`config.mk`:
```
export PLATFORM = sky130hd
export DESIGN_NAME = jtframe_joyser_flat
export DESIGN_NICKNAME = d
export VERILOG_FILES = /design/src/rtl/jtframe_joyser_if.sv /design/src/rtl/jtframe_joyser.sv /design/src/flat_wrapper.sv
export SDC_FILE = /design/constraint.sdc
export NUM_CORES = 1
export LEC_CHECK = 0
export BUFFER_PORTS_ARGS = -buffer_cell sky130_fd_sc_hd__clkbuf_2
export CAP_MARGIN = 20
export CORE_MARGIN = 4
export CORE_UTILIZATION = 58
export CTS_BUF_LIST = sky130_fd_sc_hd__clkbuf_2
export DETAILED_ROUTE_END_ITERATION = 8
export PLACE_DENSITY = 0.81
export SLEW_MARGIN = 40
export SYNTH_ARGS = -nofsm -noshare
export SYNTH_HDL_FRONTEND = slang
export SYNTH_SLANG_ARGS = --single-unit
export TNS_END_PERCENT = 20
```
`constraint.sdc`:
```
create_clock -name clk -period 4 [get_ports clk]
set_clock_uncertainty 0.15 [all_clocks]
set_input_delay 0.2 -clock clk [delete_from_list [all_inputs] [get_ports clk]]
set_output_delay 0.2 -clock clk [all_outputs]
set_load 0.1 [all_outputs]
```
`src/rtl/jtframe_joyser_if.sv`:
```
// rtl/jtframe_joyser_if.sv - pin bundle between the joystick reader and the serial pad chain
//
// Purpose: groups the four wires of a parallel-in/serial-out joystick chain.
// Signals:
//   JOY_DATA    serial data from the chain (asynchronous to the reader clock)
//   JOY_CLK     shift clock to the chain; the chain advances on its falling edge
//   JOY_LOAD    parallel load, active low
//   JOY_SELECT  pad select line (1 = phase A, 0 = phase B on 6-button pads)
// Modports:
//   master      the reader (jtframe_joyser)
//   slave       the chain / pad model
interface jtframe_joyser_if;
  logic JOY_DATA;
  logic JOY_CLK;
  logic JOY_LOAD;
  logic JOY_SELECT;

  modport master (
    input  JOY_DATA,
    output JOY_CLK,
    output JOY_LOAD,
    output JOY_SELECT
  );

  modport slave (
    output JOY_DATA,
    input  JOY_CLK,
    input  JOY_LOAD,
    input  JOY_SELECT
  );
endinterface

```
`src/rtl/jtframe_joyser.sv`:
```
// rtl/jtframe_joyser.sv - serial joystick chain reader with atomic per-player output words
//
// Purpose: periodically loads and shifts a parallel-in/serial-out joystick
// chain, optionally in two select phases for 6-button pads, and publishes
// one active-low word per joystick only once a whole frame has been read.
// Ports:
//   clk      system clock
//   rst_n    asynchronous active-low reset (released synchronously upstream)
//   en       1: run frames back to back; 0: halt after the current frame
//   pad      chain pins (master side of jtframe_joyser_if)
//   joy      active-low buttons, joystick j at [JW*j +: JW]
//   joy_stb  one-cycle pulse in the cycle joy takes a new value
//   busy     high while a frame is in progress
module jtframe_joyser #(
  parameter int NJOY   = 2,
  parameter int MODE6  = 0,
  parameter int CLKDIV = 8,
  parameter int SETTLE = 64,
  parameter int IDLE   = 4096
) (
  input  logic                        clk,
  input  logic                        rst_n,
  input  logic                        en,
  jtframe_joyser_if.master            pad,
  output logic [NJOY*8*(1+MODE6)-1:0] joy,
  output logic                        joy_stb,
  output logic                        busy
);
  localparam int JW   = 8*(1+MODE6);
  localparam int NB   = 8*NJOY;
  localparam int PER  = 2*CLKDIV;
  localparam int TMAX = (SETTLE > PER) ? SETTLE : PER;
  localparam int TW   = (TMAX > 1) ? $clog2(TMAX) : 1;
  localparam int BW   = $clog2(NB);
  localparam int IW   = (IDLE > 1) ? $clog2(IDLE) : 1;

  localparam logic [TW-1:0] SETTLE_END = TW'(SETTLE-1);
  localparam logic [TW-1:0] PER_END    = TW'(PER-1);
  localparam logic [TW-1:0] HALF       = TW'(CLKDIV);
  localparam logic [BW-1:0] BIT_END    = BW'(NB-1);
  localparam logic [IW-1:0] IDLE_END   = IW'(IDLE-1);

  localparam logic [2:0] ST_IDLE  = 3'd0;
  localparam logic [2:0] ST_SEL   = 3'd1;
  localparam logic [2:0] ST_LOAD  = 3'd2;
  localparam logic [2:0] ST_SHIFT = 3'd3;
  localparam logic [2:0] ST_NEXT  = 3'd4;
  localparam logic [2:0] ST_DONE  = 3'd5;

  logic [2:0]         r_state;
  logic [TW-1:0]      r_tmr;
  logic [BW-1:0]      r_bit;
  logic [IW-1:0]      r_idle;
  logic               r_phase;   // 0 = phase A (select high), 1 = phase B
  logic               r_sync1;
  logic               r_sync2;
  logic [NB-1:0]      r_sbuf;
  logic [NB-1:0]      r_sbuf_a;
  logic [NJOY*JW-1:0] r_joy;
  logic               r_stb;
  logic               r_busy;
  logic               r_clk;
  logic               r_load;
  logic               r_sel;

  logic [2:0]         w_state_n;
  logic [TW-1:0]      w_tmr_n;
  logic [BW-1:0]      w_bit_n;
  logic [IW-1:0]      w_idle_n;
  logic               w_phase_n;
  logic               w_sample;
  logic [NJOY*JW-1:0] w_joy_n;

  // The data bit sits stable on the chain for a whole JOY_CLK period, so it
  // is taken on the last cycle of the high half, just before the falling
  // edge that advances the chain.
  assign w_sample = (r_state == ST_SHIFT) && (r_tmr == PER_END);

  always_comb begin
    w_state_n = r_state;
    w_tmr_n   = r_tmr;
    w_bit_n   = r_bit;
    w_idle_n  = r_idle;
    w_phase_n = r_phase;
    case (r_state)
      ST_IDLE: begin
        // Counter saturates at terminal count so a held-off frame starts
        // in the very cycle en comes back.
        if (r_idle == IDLE_END) begin
          if (en) begin
            w_state_n = ST_SEL;
            w_tmr_n   = '0;
            w_phase_n = 1'b0;
          end
        end else begin
          w_idle_n = r_idle + 1'b1;
        end
      end
      ST_SEL: begin
        if (r_tmr == SETTLE_END) begin
          w_state_n = ST_LOAD;
          w_tmr_n   = '0;
        end else begin
          w_tmr_n = r_tmr + 1'b1;
        end
      end
      ST_LOAD: begin
        if (r_tmr == PER_END) begin
          w_state_n = ST_SHIFT;
          w_tmr_n   = '0;
          w_bit_n   = '0;
        end else begin
          w_tmr_n = r_tmr + 1'b1;
        end
      end
      ST_SHIFT: begin
        if (r_tmr == PER_END) begin
          w_tmr_n = '0;
          if (r_bit == BIT_END) begin
            w_state_n = ST_NEXT;
          end else begin
            w_bit_n = r_bit + 1'b1;
          end
        end else begin
          w_tmr_n = r_tmr + 1'b1;
        end
      end
      ST_NEXT: begin
        if ((MODE6 != 0) && !r_phase) begin
          w_state_n = ST_SEL;
          w_phase_n = 1'b1;
          w_tmr_n   = '0;
        end else begin
          w_state_n = ST_DONE;
        end
      end
      ST_DONE: begin
        w_state_n = ST_IDLE;
        w_idle_n  = '0;
      end
      default: begin
        w_state_n = ST_IDLE;
        w_idle_n  = '0;
      end
    endcase
  end

  // Output word assembly: byte 0 of every joystick comes from phase A, the
  // optional upper byte from phase B. Without MODE6 the only scan is phase A
  // and it is still sitting in r_sbuf.
  always_comb begin
    w_joy_n = '1;
    for (int j = 0; j < NJOY; j++) begin
      for (int b = 0; b < JW/8; b++) begin
        w_joy_n[JW*j+8*b +: 8] = ((MODE6 != 0) && (b == 0)) ? r_sbuf_a[8*j +: 8]
                                                            : r_sbuf[8*j +: 8];
      end
    end
  end

  // Pin and status outputs are registered from the next-state values so
  // they line up exactly with the state they describe.
  always_ff @(posedge clk or negedge rst_n) begin
    if (!rst_n) begin
      r_state  <= ST_IDLE;
      r_tmr    <= '0;
      r_bit    <= '0;
      r_idle   <= '0;
      r_phase  <= 1'b0;
      r_sync1  <= 1'b1;
      r_sync2  <= 1'b1;
      r_sbuf   <= '1;
      r_sbuf_a <= '1;
      r_joy    <= '1;
      r_stb    <= 1'b0;
      r_busy   <= 1'b0;
      r_clk    <= 1'b0;
      r_load   <= 1'b1;
      r_sel    <= 1'b1;
    end else begin
      r_sync1 <= pad.JOY_DATA;
      r_sync2 <= r_sync1;

      r_state <= w_state_n;
      r_tmr   <= w_tmr_n;
      r_bit   <= w_bit_n;
      r_idle  <= w_idle_n;
      r_phase <= w_phase_n;

      if (w_sample) begin
        r_sbuf[r_bit] <= r_sync2;
      end
      if ((r_state == ST_NEXT) && !r_phase) begin
        r_sbuf_a <= r_sbuf;
      end
      if (w_state_n == ST_DONE) begin
        r_joy <= w_joy_n;
      end

      r_stb  <= (w_state_n == ST_DONE);
      r_busy <= (w_state_n != ST_IDLE);
      r_clk  <= (w_state_n == ST_SHIFT) && (w_tmr_n >= HALF);
      r_load <= (w_state_n != ST_LOAD);
      // Select is driven low only while phase B is settling, loading or
      // shifting; it is already back high for NEXT and DONE.
      r_sel  <= !(w_phase_n && ((w_state_n == ST_SEL) ||
                                (w_state_n == ST_LOAD) ||
                                (w_state_n == ST_SHIFT)));
    end
  end

  assign pad.JOY_CLK    = r_clk;
  assign pad.JOY_LOAD   = r_load;
  assign pad.JOY_SELECT = r_sel;
  assign joy            = r_joy;
  assign joy_stb        = r_stb;
  assign busy           = r_busy;
endmodule

```
`src/flat_wrapper.sv`:
```
// flat-port wrapper written by rule: the top's interface ports become plain ports
module jtframe_joyser_flat 
#(
  parameter int NJOY   = 2,
  parameter int MODE6  = 0,
  parameter int CLKDIV = 8,
  parameter int SETTLE = 64,
  parameter int IDLE   = 4096
)
  (clk, rst_n, en, joy, joy_stb, busy, pad_JOY_DATA, pad_JOY_CLK, pad_JOY_LOAD, pad_JOY_SELECT);
  jtframe_joyser_if pad_i ();
  input  logic clk;
  input  logic rst_n;
  input  logic en;
  output logic [NJOY*8*(1+MODE6)-1:0] joy;
  output logic joy_stb;
  output logic busy;
  input wire logic [$bits(pad_i.JOY_DATA)-1:0] pad_JOY_DATA;
  output wire logic [$bits(pad_i.JOY_CLK)-1:0] pad_JOY_CLK;
  output wire logic [$bits(pad_i.JOY_LOAD)-1:0] pad_JOY_LOAD;
  output wire logic [$bits(pad_i.JOY_SELECT)-1:0] pad_JOY_SELECT;
  assign pad_i.JOY_DATA = pad_JOY_DATA;
  assign pad_JOY_CLK = pad_i.JOY_CLK;
  assign pad_JOY_LOAD = pad_i.JOY_LOAD;
  assign pad_JOY_SELECT = pad_i.JOY_SELECT;
  jtframe_joyser #(.NJOY(NJOY), .MODE6(MODE6), .CLKDIV(CLKDIV), .SETTLE(SETTLE), .IDLE(IDLE)) u_core (.clk(clk), .rst_n(rst_n), .en(en), .pad(pad_i), .joy(joy), .joy_stb(joy_stb), .busy(busy));
endmodule
```
==> key figures, run 1 <==
Global route
  – Number of global-route vias before repair: 2066
  – Initial antenna violation count: 0
  – Largest net degree at the start of global routing: 38
  – First-pass GRT wire length: 9.335 mm
  – GR Overflow Total: 0
  – Total GRT Usage: 18.62%

Timing
  – Rel. slew slack: 50.38%
  – Final setup viols: 0
  – Slew of the pin with the lowest slew margin: 0.7416 ns
  – TNS Setup: 0 ns
  – Hold Fails Final Rpt: 0
  – Final Max Slew Viols: 0
  – Maximum clock frequency: 426.6 MHz
  – Post-route worst setup slack: 1.656 ns
  – Final min period: 2.344 ns
  – RSZ-0062 raised after global routing: false
  – Final period utilization: 58.60%

Worst setup path
  – Crit path max fanout: 18
  – Element type at the critical path end: register
  – Worst R2R Start: u_core.r_tmr[0]
  – Worst path arrival time: 2.61 ns
  – CP Launch Point: u_core.r_tmr[0]
  – Worst Reg-to-Reg Cells: 5
  – Crit start category: register
  – WP data required: 4.27 ns
  – Crit Path Category: reg -> reg

Floorplan
  – Core Area: 0.005172 mm2
  – Row cnt: 26
  – Die height: 81.32 um
  – Die area: 0.006613 mm2
  – Boundary Pins: 25
  – Initial Util: 60.28%
  – Chip Width: 81.32 um

Yosys
  – Area contributors post-synth: dfstp_2 (30%), dfrtp_1 (23%), mux2_2 (9.8%)
  – Mapped Area: 0.003118 mm2
  – Synth top area share: 30.34%
  – Post-synthesis sequential area ratio: 53.61%
  – Ys Warns: 0
  – FF+latch count, synth: 65
  – Avg Inst Size Synth: 11.42 um2
  – Cell variety after synth: 51
  – Yosys top cell by area: dfstp_2
  – Cells after Synth: 273
  – Syn nets: 283

Clocking
  – TritonCTS clock tree: yes
  – Inserted Clock Buffers: 9
  – Clock Path Buffers: 2
  – CTS Root Cell: clkbuf_2
  – Htree depth: 3
  – Clock sink total: 65
  – Post-CTS Setup Bufs: 0
  – Clock transition at the registers of the reported paths: 0.17 ns
  – Clk_lat worst skew: 0.48 ns

Layout
  – Fin nets: 307
  – Register area: 0.001672 mm2
  – Antenna diode count: 0
  – Area used by multi-input combinational logic: 0.001331 mm2
  – Filler cells: 411
  – Layout area overhead: 8.788%
  – Layout cells sized above 1: 38.41%

Power
  – Worst VDD drop: 0.2187 mV
  – Pleak: 1.477 nW
  – PD cells: 307.6 mW/mm2

Placement
  – Dpl hpwl: 3.697 mm
  – Worst slack at placement: 1.683 ns
  – Placer's final routability congestion estimate: 0.8508
  – IO Port Bufs: 24

Worst hold path
  – Hold WC Path Type: in -> async

Run status
  – Status: completed

Detailed routing
  – WL/cell: 14.28 um
  – Antenna-violating nets left: 0
  – DRC: 0
  – Iter 0 DRT Violations: 115
  – Vias/cell: 5.608
  – Drt pass-1 iters: 4
  – Final WL: 5.314 mm
  – Vias: 2086

Run
  – Max cap viols: 0
[sequential cells by signal, indices dropped and copies added, names as in the netlist, 3 cells and up]
| register | cells |
|---|---|
| u_core.r_idle | 12 |
| u_core.r_tmr | 6 |
| u_core.r_sbuf | 16 |
| u_core.r_bit | 4 |
| u_core.joy | 16 |
| u_core.r_state | 3 |
[final timing paths]
kind                                    end  slack [ns]
hold / removal             u_core.r_idle[4]        0.12
min in group clk             u_core.r_sync2        0.21
max in group asynchronous    u_core.joy[15]        2.64
setup / recovery           u_core.r_sbuf[1]        1.66
hold reg to reg              u_core.r_sync2        0.21
setup reg to reg           u_core.r_sbuf[1]        1.66
[stage by stage]
step           instances  total power, mW  utilization (%)  cell area [um2]  hold slack (ns)
4_1_cts              372            1.063            65.48             3387          0.07123
5_1_grt              372            1.093            65.58             3392           0.1088
2_1_floorplan        273           0.6769                -             3118          -0.2456
6_report             372            1.043            65.58             3392           0.1204
3_3_place_gp         353           0.6924            62.92             3254           0.1157
3_5_place_dp         353           0.6928            62.92             3254           0.1167
[synthesized netlist by cell type, drive strengths merged]
| cell type | instances |
|---|---|
| nand2b | 4 |
| o2111ai | 2 |
| o31a | 3 |
| nand4 | 5 |
| xor2 | 7 |
| o22ai | 2 |
| xnor2 | 2 |
| a32o | 1 |
| nand3 | 7 |
| o21ai | 11 |
| and4 | 3 |
| a21oi | 4 |
| or3 | 2 |
| or4 | 2 |
| o41ai | 2 |
| o311ai | 1 |
| inv | 11 |
| mux2 | 32 |
| dfrtp | 29 |
| nand3b | 1 |
| a21o | 1 |
| a2111oi | 1 |
| o21ba | 1 |
| nor4 | 7 |
| nand2 | 31 |
| nor2b | 1 |
| or4b | 1 |
| or2 | 2 |
| clkbuf | 9 |
| and3 | 2 |
| a31oi | 1 |
| nor3 | 13 |
| a211o | 1 |
| a31o | 1 |
| ha | 6 |
| a221oi | 1 |
| and2 | 1 |
| buf | 6 |
| a41oi | 3 |
| nor2 | 17 |
| dfstp | 36 |
[routing by layer]
layer / vias to the layer above / GRT usage (%) / routed length (um)
met5: - / 0 / 0
met4: 0 / 7.095 / 74
met2: 29 / 29.97 / 2680
met3: 9 / 5.987 / 192
li1: 1026 / - / -
met1: 1022 / 23.38 / 2367
[placed cells by master (no fill, tap or decap), drive strengths merged, types with 7 or more instances in the layout]
| master | count |
|---|---|
| nor3 | 13 |
| clkbuf | 35 |
| nand2 | 31 |
| dfstp | 36 |
| inv | 11 |
| nor4 | 7 |
| nand3 | 7 |
| nor2 | 17 |
| xor2 | 7 |
| o21ai | 11 |
| mux2 | 32 |
| dfrtp | 29 |
[final cells by class]
class                      count  area share [%]
clock buffer                  11           1.623
sequential                    65           49.28
inverter                      11           1.217
tap                           70           2.582
clock inverter                 5           1.402
timing repair buffer          28           4.648
multi-input combinational    182           39.25
[worst max-delay path: stages, from the launching register on]
cell and delay, ns:
dfrtp_1 0.42, ha_1 0.25, nand3_4 0.14, or4_4 0.66
nor4_1 0.30, mux2_2 0.36
[power by group]
group	switching (mW)	leakage [nW]	internal, mW	total, mW
Sequential	0.00278	0.757	0.663	0.666
Combinational	0.0129	0.648	0.00465	0.0175
Clock	0.216	0.0708	0.144	0.360
[kinds of logic after synthesis]
logic type | synth area share, %
simple gates | 17.94
flops | 53.61
compound gates | 8.107
mux | 11.56
buf+inv | 3.852
xor+xnor | 2.528
fa+ha+maj | 2.408
[what timing repair did]
item	CTS	global route
endpoints found under the hold margin	30	0
hold buffers	3	0
gates resized for setup	0	0
(Power assumes the default switching activity.)
==> run 2, diff against run 1 <==
--- a/config.mk
+++ b/config.mk
@@ -5,13 +5,14 @@
 export SDC_FILE = /design/constraint.sdc
 export NUM_CORES = 1
 export LEC_CHECK = 0
+export ABC_AREA = 1
 export BUFFER_PORTS_ARGS = -buffer_cell sky130_fd_sc_hd__clkbuf_2
 export CAP_MARGIN = 20
 export CORE_MARGIN = 4
 export CORE_UTILIZATION = 58
 export CTS_BUF_LIST = sky130_fd_sc_hd__clkbuf_2
 export DETAILED_ROUTE_END_ITERATION = 8
-export PLACE_DENSITY = 0.81
+export PLACE_DENSITY = 0.8
 export SLEW_MARGIN = 40
 export SYNTH_ARGS = -nofsm -noshare
 export SYNTH_HDL_FRONTEND = slang
==> constraint.sdc (replaced) <==
create_clock -name clk -period 2.5 [get_ports clk]
set_clock_uncertainty 0.15 [all_clocks]
set_input_delay 0.125 -clock clk [delete_from_list [all_inputs] [get_ports clk]]
set_output_delay 0.125 -clock clk [all_outputs]
set_load 0.1 [all_outputs]
==> run 2 against run 1 <==
  * Total power is 63% higher
  * Largest power group unchanged
  * Critical path type unchanged
  * Critical endpoint is now u_core.r_idle[8]
  * Non-clock buffer count stayed put
  * Utilization is 0.30 points lower
  * Maximum frequency is 19% higher
  * Worst setup slack worse by 1.1 ns
  * Register-to-register slack worse by 1.1 ns
  * Design area is 6.0% higher
  * Via count is 22% higher
  * Synthesized cell count is 42% higher
  * Combinational power is 65% higher
  * Sequential power is 61% higher
  * Sequential share of layout area is 2.8 points lower
==> key figures, run 2 <==
Run status
  – Status: completed

Global route
  – Total GRT Usage: 19.06%
  – Initial antenna violation count: 0
  – Largest net degree at the start of global routing: 66
  – Number of global-route vias before repair: 2486
  – First-pass GRT wire length: 10.74 mm
  – GR Overflow Total: 0

Worst setup path
  – Worst path arrival time: 2.23 ns
  – FF-to-FF setup slack: 0.53 ns
  – Worst R2R Start: u_core.r_idle[0]
  – WP data required: 2.76 ns
  – CP endpoint: u_core.r_idle[8]
  – RR Endpoint: u_core.r_idle[8]
  – Crit Path Category: reg -> reg
  – Worst Reg-to-Reg Cells: 10
  – Element type at the critical path end: register
  – Crit start category: register
  – Crit path max fanout: 11
  – CP Launch Point: u_core.r_idle[0]

Timing
  – Final setup viols: 0
  – Final Max Slew Viols: 0
  – Rel. slew slack: 50.06%
  – Maximum clock frequency: 507.1 MHz
  – Final period utilization: 78.88%
  – RSZ-0062 raised after global routing: false
  – Final min period: 1.972 ns
  – Hold Fails Final Rpt: 0
  – Slew of the pin with the lowest slew margin: 0.7482 ns
  – TNS Setup: 0 ns

Run
  – Max cap viols: 0

Floorplan
  – Die area: 0.006921 mm2
  – Core Area: 0.005507 mm2
  – Row cnt: 27
  – Boundary Pins: 25
  – Initial Util: 59.55%
  – Die height: 83.20 um
  – Chip Width: 83.20 um

Layout
  – Fin nets: 429
  – Commonest non-fill, non-tap cell in the layout: nand2_1
  – Layout cells sized above 1: 26.89%
  – Antenna diode count: 0
  – Fin util: 65.28%
  – Cell area after layout: 0.003595 mm2
  – Most used cells in the layout excluding fill and tap cells: nand2_1 (89), inv_1 (50), nor2_1 (43)
  – Non-filler cells, final: 496
  – Layout area overhead: 9.615%

Yosys
  – Post-synth EDFFs: 0
  – Ys flop type: dfstp_2
  – XOR/XNOR share of the synthesized area: 0.8012%
  – Top-count cell post-synth: nand2_1
  – Cell variety after synth: 35
  – Post-synthesis mux area share: 0.4578%
  – Synth Area in Compound Gates: 9.958%
  – Cells after Synth: 387
  – Area contributors post-synth: dfstp_2 (29%), dfrtp_1 (22%), nand2_1 (10%)
  – Avg Inst Size Synth: 8.474 um2
  – Adder-Cell Fraction of Synth Area: 2.289%
  – Simple-Gate Fraction of Synth Area: 26.94%
  – Combinational family with the most area after synthesis: simple AND/OR/NAND/NOR gates
  – Ys Warns: 0
  – Yosys top cell by area: dfstp_2
  – Mapped Area: 0.003279 mm2
  – Synth top area share: 28.84%
  – Synth top cells by count: nand2_1 (89), inv_1 (50), nor2_1 (43), dfstp_2 (36), dfrtp_1 (29)
  – Async S/R FF share, synth: 100.0%
  – Syn nets: 397
  – FF+latch count, synth: 65
  – Post-synthesis sequential area ratio: 50.97%

Power
  – Pleak: 1.590 nW
  – Overall power: 1.705 mW
  – Worst VDD drop: 0.3641 mV
  – PD cells: 474.2 mW/mm2

Clocking
  – Post-CTS Setup Bufs: 0
  – Clock sink total: 65
  – Cts hold-fix bufs: 3
  – Inserted Clock Buffers: 9
  – Clock Path Buffers: 2
  – Clk_lat worst skew: 0.52 ns
  – Cts repair resizes: 0
  – Htree depth: 3
  – Clock transition at the registers of the reported paths: 0.18 ns
  – TritonCTS clock tree: yes
  – CTS Root Cell: clkbuf_2

Detailed routing
  – Drt pass-1 iters: 4
  – Iter 0 DRT Violations: 133
  – Vias/cell: 5.149
  – DRC: 0
  – WL/cell: 12.39 um
  – Antenna-violating nets left: 0
  – Final WL: 6.144 mm
  – Vias: 2554

Placement
  – Placed Area: 0.003452 mm2
  – IO Port Bufs: 24
  – Dpl hpwl: 4.462 mm
  – Placer's final routability congestion estimate: 0.8546
  – Placed Instances: 477

Worst hold path
  – Hold WC Path Type: in -> async
run 2: cell families after synthesis:
family | Yosys count
flops | 65
mux | 1
simple gates | 183
fa+ha+maj | 6
compound gates | 60
buf+inv | 69
xor+xnor | 3
run 2: per-layer routing:
layer	GRT usage, %	part of all wire, %
met2	31.34	48
met1	23.24	45
met3	5.357	4.0
met5	0	0
met4	8.767	2.7
run 2: worst min path at each step:
stage / startpoint / endpoint / slack [ns] / cells past startpoint
after detailed placement: pad_JOY_DATA / u_core.r_sync1 / 0.06 / 1
after CTS: pad_JOY_DATA / u_core.r_sync1 / 0.04 / 2
after floorplan: rst_n / u_core.busy / -0.32 / 0
final: rst_n / u_core.r_idle[6] / 0.06 / 3
after global placement: pad_JOY_DATA / u_core.r_sync1 / 0.06 / 1
after global routing: pad_JOY_DATA / u_core.r_sync1 / 0.05 / 2
run 2: layout make-up:
type | instances | area, um2
clock inverters | 6 | 58.81
flip-flops and latches | 65 | 1672
well taps | 72 | 90.09
multi-input cells | 253 | 1326
repair buffers | 28 | 161.4
fillers | 456 | 1912
clock buffers | 10 | 50.05
inverters | 62 | 236.5
run 2: per-stage QoR:
| stage | setup WS [ns] | hold slack (ns) |
|---|---|---|
| after floorplan | 0.8530 | -0.3206 |
| after global placement | 0.6348 | 0.06499 |
| after detailed placement | 0.5869 | 0.06467 |
| after CTS | 0.5447 | 0.04038 |
| after global routing | 0.3512 | 0.04927 |
| final | 0.5280 | 0.05641 |
run 2: critical path: stages (launching register included):
cell and delay [ns]:
dfrtp_1 0.47, ha_1 0.28, inv_2 0.08, nor2_4 0.16, nand3_2 0.11, nand2_2 0.10, nand2_2 0.15, inv_2 0.14
nor2_1 0.04, o21ai_0 0.13, nor2_1 0.06
run 2: report_power, final:
part | internal [mW] | switching, mW
Clock | 0.228 | 0.382
Sequential | 1.06 | 0.00435
Combinational | 0.00724 | 0.0215
Total | 1.30 | 0.408
==> run 3, diff against run 2 <==
==> constraint.sdc (replaced) <==
create_clock -name clk -period 2 [get_ports clk]
set_clock_uncertainty 0.15 [all_clocks]
set_input_delay 0.1 -clock clk [delete_from_list [all_inputs] [get_ports clk]]
set_output_delay 0.1 -clock clk [all_outputs]
set_load 0.1 [all_outputs]
==> run 3 against run 2 <==
  * Via count grew 1.8%
  * Register-to-register slack lost 0.43 ns
  * Sequential power grew 24%
  * Clock-buffer cell count is the same
  * Sequential share of layout area shrank 0.37 points
  * Critical path depth shrank 2
  * Design area grew 0.87%
  * Total power grew 18%
  * Combinational power grew 41%
  * Worst setup slack lost 0.43 ns
  * Die area is the same
  * Largest power group unchanged
==> key figures, run 3 (synthesized netlist as in run 2, its figures left out) <==
Worst setup path
  – FF-to-FF setup slack: 0.1 ns
  – Worst path arrival time: 2.14 ns
  – WP buf/inv: 2
  – Crit path max fanout: 11
  – Critical Path, Cell by Cell: nor2_4 -> inv_4 -> nor2_8 -> nand2_2 -> nand2_2 -> inv_2 -> nor3_1 -> nor3_2
  – Element type at the critical path end: register
  – CP max stage delay: 0.50 ns
  – Crit Path Category: reg -> reg
  – Worst R2R Start: u_core.r_state[0]
  – Crit start category: register
  – Delay-heaviest family, CP: simple AND/OR/NAND/NOR gates
  – CP Launch Point: u_core.r_state[0]
  – WP data required: 2.24 ns
  – Critical Path Most Common Cell: nand2_2
  – CP max-delay cell: dfrtp_1

Timing
  – Post-route worst setup slack: 0.09783 ns
  – Final Max Slew Viols: 0
  – Final setup viols: 0
  – Rel. slew slack: 50.55%
  – Final min period: 1.902 ns
  – Slew of the pin with the lowest slew margin: 0.7410 ns
  – RSZ-0062 raised after global routing: false
  – TNS Setup: 0 ns
  – Maximum clock frequency: 525.7 MHz
  – Final period utilization: 95.11%
  – Hold Fails Final Rpt: 0

Floorplan
  – Core Area: 0.005507 mm2
  – Chip Width: 83.20 um
  – Die height: 83.20 um
  – Boundary Pins: 25
  – Row cnt: 27
  – Die area: 0.006921 mm2
  – Initial Util: 59.55%

Clocking
  – CTS Root Cell: clkbuf_2
  – Clock Path Buffers: 2
  – Clk_lat worst skew: 0.48 ns
  – TritonCTS clock tree: yes
  – Htree depth: 3
  – Clock sink total: 65
  – Clock transition at the registers of the reported paths: 0.18 ns
  – Inserted Clock Buffers: 9

Power
  – Flop pwr share: 66.3%
  – Pleak: 1.607 nW
  – Clock power frac: 31.7%
  – Overall power: 2.010 mW
  – Int Pwr: 1.499 mW
  – Worst VDD drop: 0.4079 mV
  – PD cells: 554.3 mW/mm2
  – Switching pwr: 0.5103 mW
  – Comb pwr share: 2.0%
  – Switching Fraction: 25.39%

Detailed routing
  – Drt pass-1 iters: 5
  – Iter 0 DRT Violations: 158
  – DRC: 0
  – Antenna-violating nets left: 0
  – Final WL: 6.156 mm
  – Vias: 2601
  – WL/cell: 12.29 um
  – Vias/cell: 5.192

Placement
  – Dpl hpwl: 4.505 mm
  – IO Port Bufs: 24
  – Worst slack at placement: 0.04478 ns
  – Placer's final routability congestion estimate: 0.8794

Layout
  – Layout cells sized above 1: 28.44%
  – Antenna diode count: 0
  – Most used cells in the layout excluding fill and tap cells: nand2_1 (88), inv_1 (50), nor2_1 (43)
  – Layout area overhead: 10.57%
  – Fin nets: 434
  – Commonest non-fill, non-tap cell in the layout: nand2_1

Global route
  – Largest net degree at the start of global routing: 50
  – Total GRT Usage: 19.22%
  – Number of global-route vias before repair: 2537
  – GR Overflow Total: 0
  – Initial antenna violation count: 0
  – First-pass GRT wire length: 10.90 mm

Run status
  – Status: completed

Run
  – Max cap viols: 0

Worst hold path
  – Hold WC Path Type: in -> async
run 3: what timing repair did:
item,in CTS,in global routing
setup endpoints to repair,0,9
hold endpoints to repair,45,0
setup buffers,0,2
hold buffers,4,0
resized for setup,0,3
run 3: cell type report:
type	count	area (um2)
fillers	463	1881
multi-input cells	253	1331
well taps	72	90.09
clock inverters	6	35.03
repair buffers	33	210.2
flip-flops and latches	65	1673
inverters	62	236.5
clock buffers	10	50.05
run 3: stage by stage:
| stage | hold WS, ns | utilization [%] | area (um2) | std cells |
|---|---|---|---|---|
| after floorplan | -0.3456 | - | 3279 | 387 |
| after global placement | -0.08767 | 63.19 | 3480 | 479 |
| after detailed placement | -0.08127 | 63.19 | 3480 | 479 |
| after CTS | 0.03646 | 65.46 | 3605 | 499 |
| after global routing | 0.03323 | 65.85 | 3626 | 501 |
| final | 0.05617 | 65.85 | 3626 | 501 |
run 3: worst paths after layout:
kind,endpoint,cells after the start
min reg2reg,u_core.r_sync2,0
max in group asynchronous,u_core.pad.JOY_CLK,3
min,u_core.r_sbuf[14],2
max,u_core.r_idle[2],8
max reg2reg,u_core.r_idle[2],8
min in group clk,u_core.r_sync1,2
run 3: routing by layer:
layer	share of wire [%]	routed length [um]	up-vias	GRT usage [%]
met5	0	0	-	0
met4	1.6	98	0	7.875
li1	-	-	1290	-
met1	44	2699	1208	24.16
met2	48	2959	89	30.90
met3	6.5	399	14	5.853
run 3: power groups by stage:
| stage | clock [mW] | sequential [mW] | combinational, mW |
|---|---|---|---|
| floorplan | 0 | 1.35 | 0.00678 |
| global placement | 0 | 1.35 | 0.0358 |
| detailed placement | 0 | 1.35 | 0.0365 |
| CTS | 0.651 | 1.33 | 0.0426 |
| global route | 0.724 | 1.33 | 0.0472 |
| finish | 0.637 | 1.33 | 0.0406 |
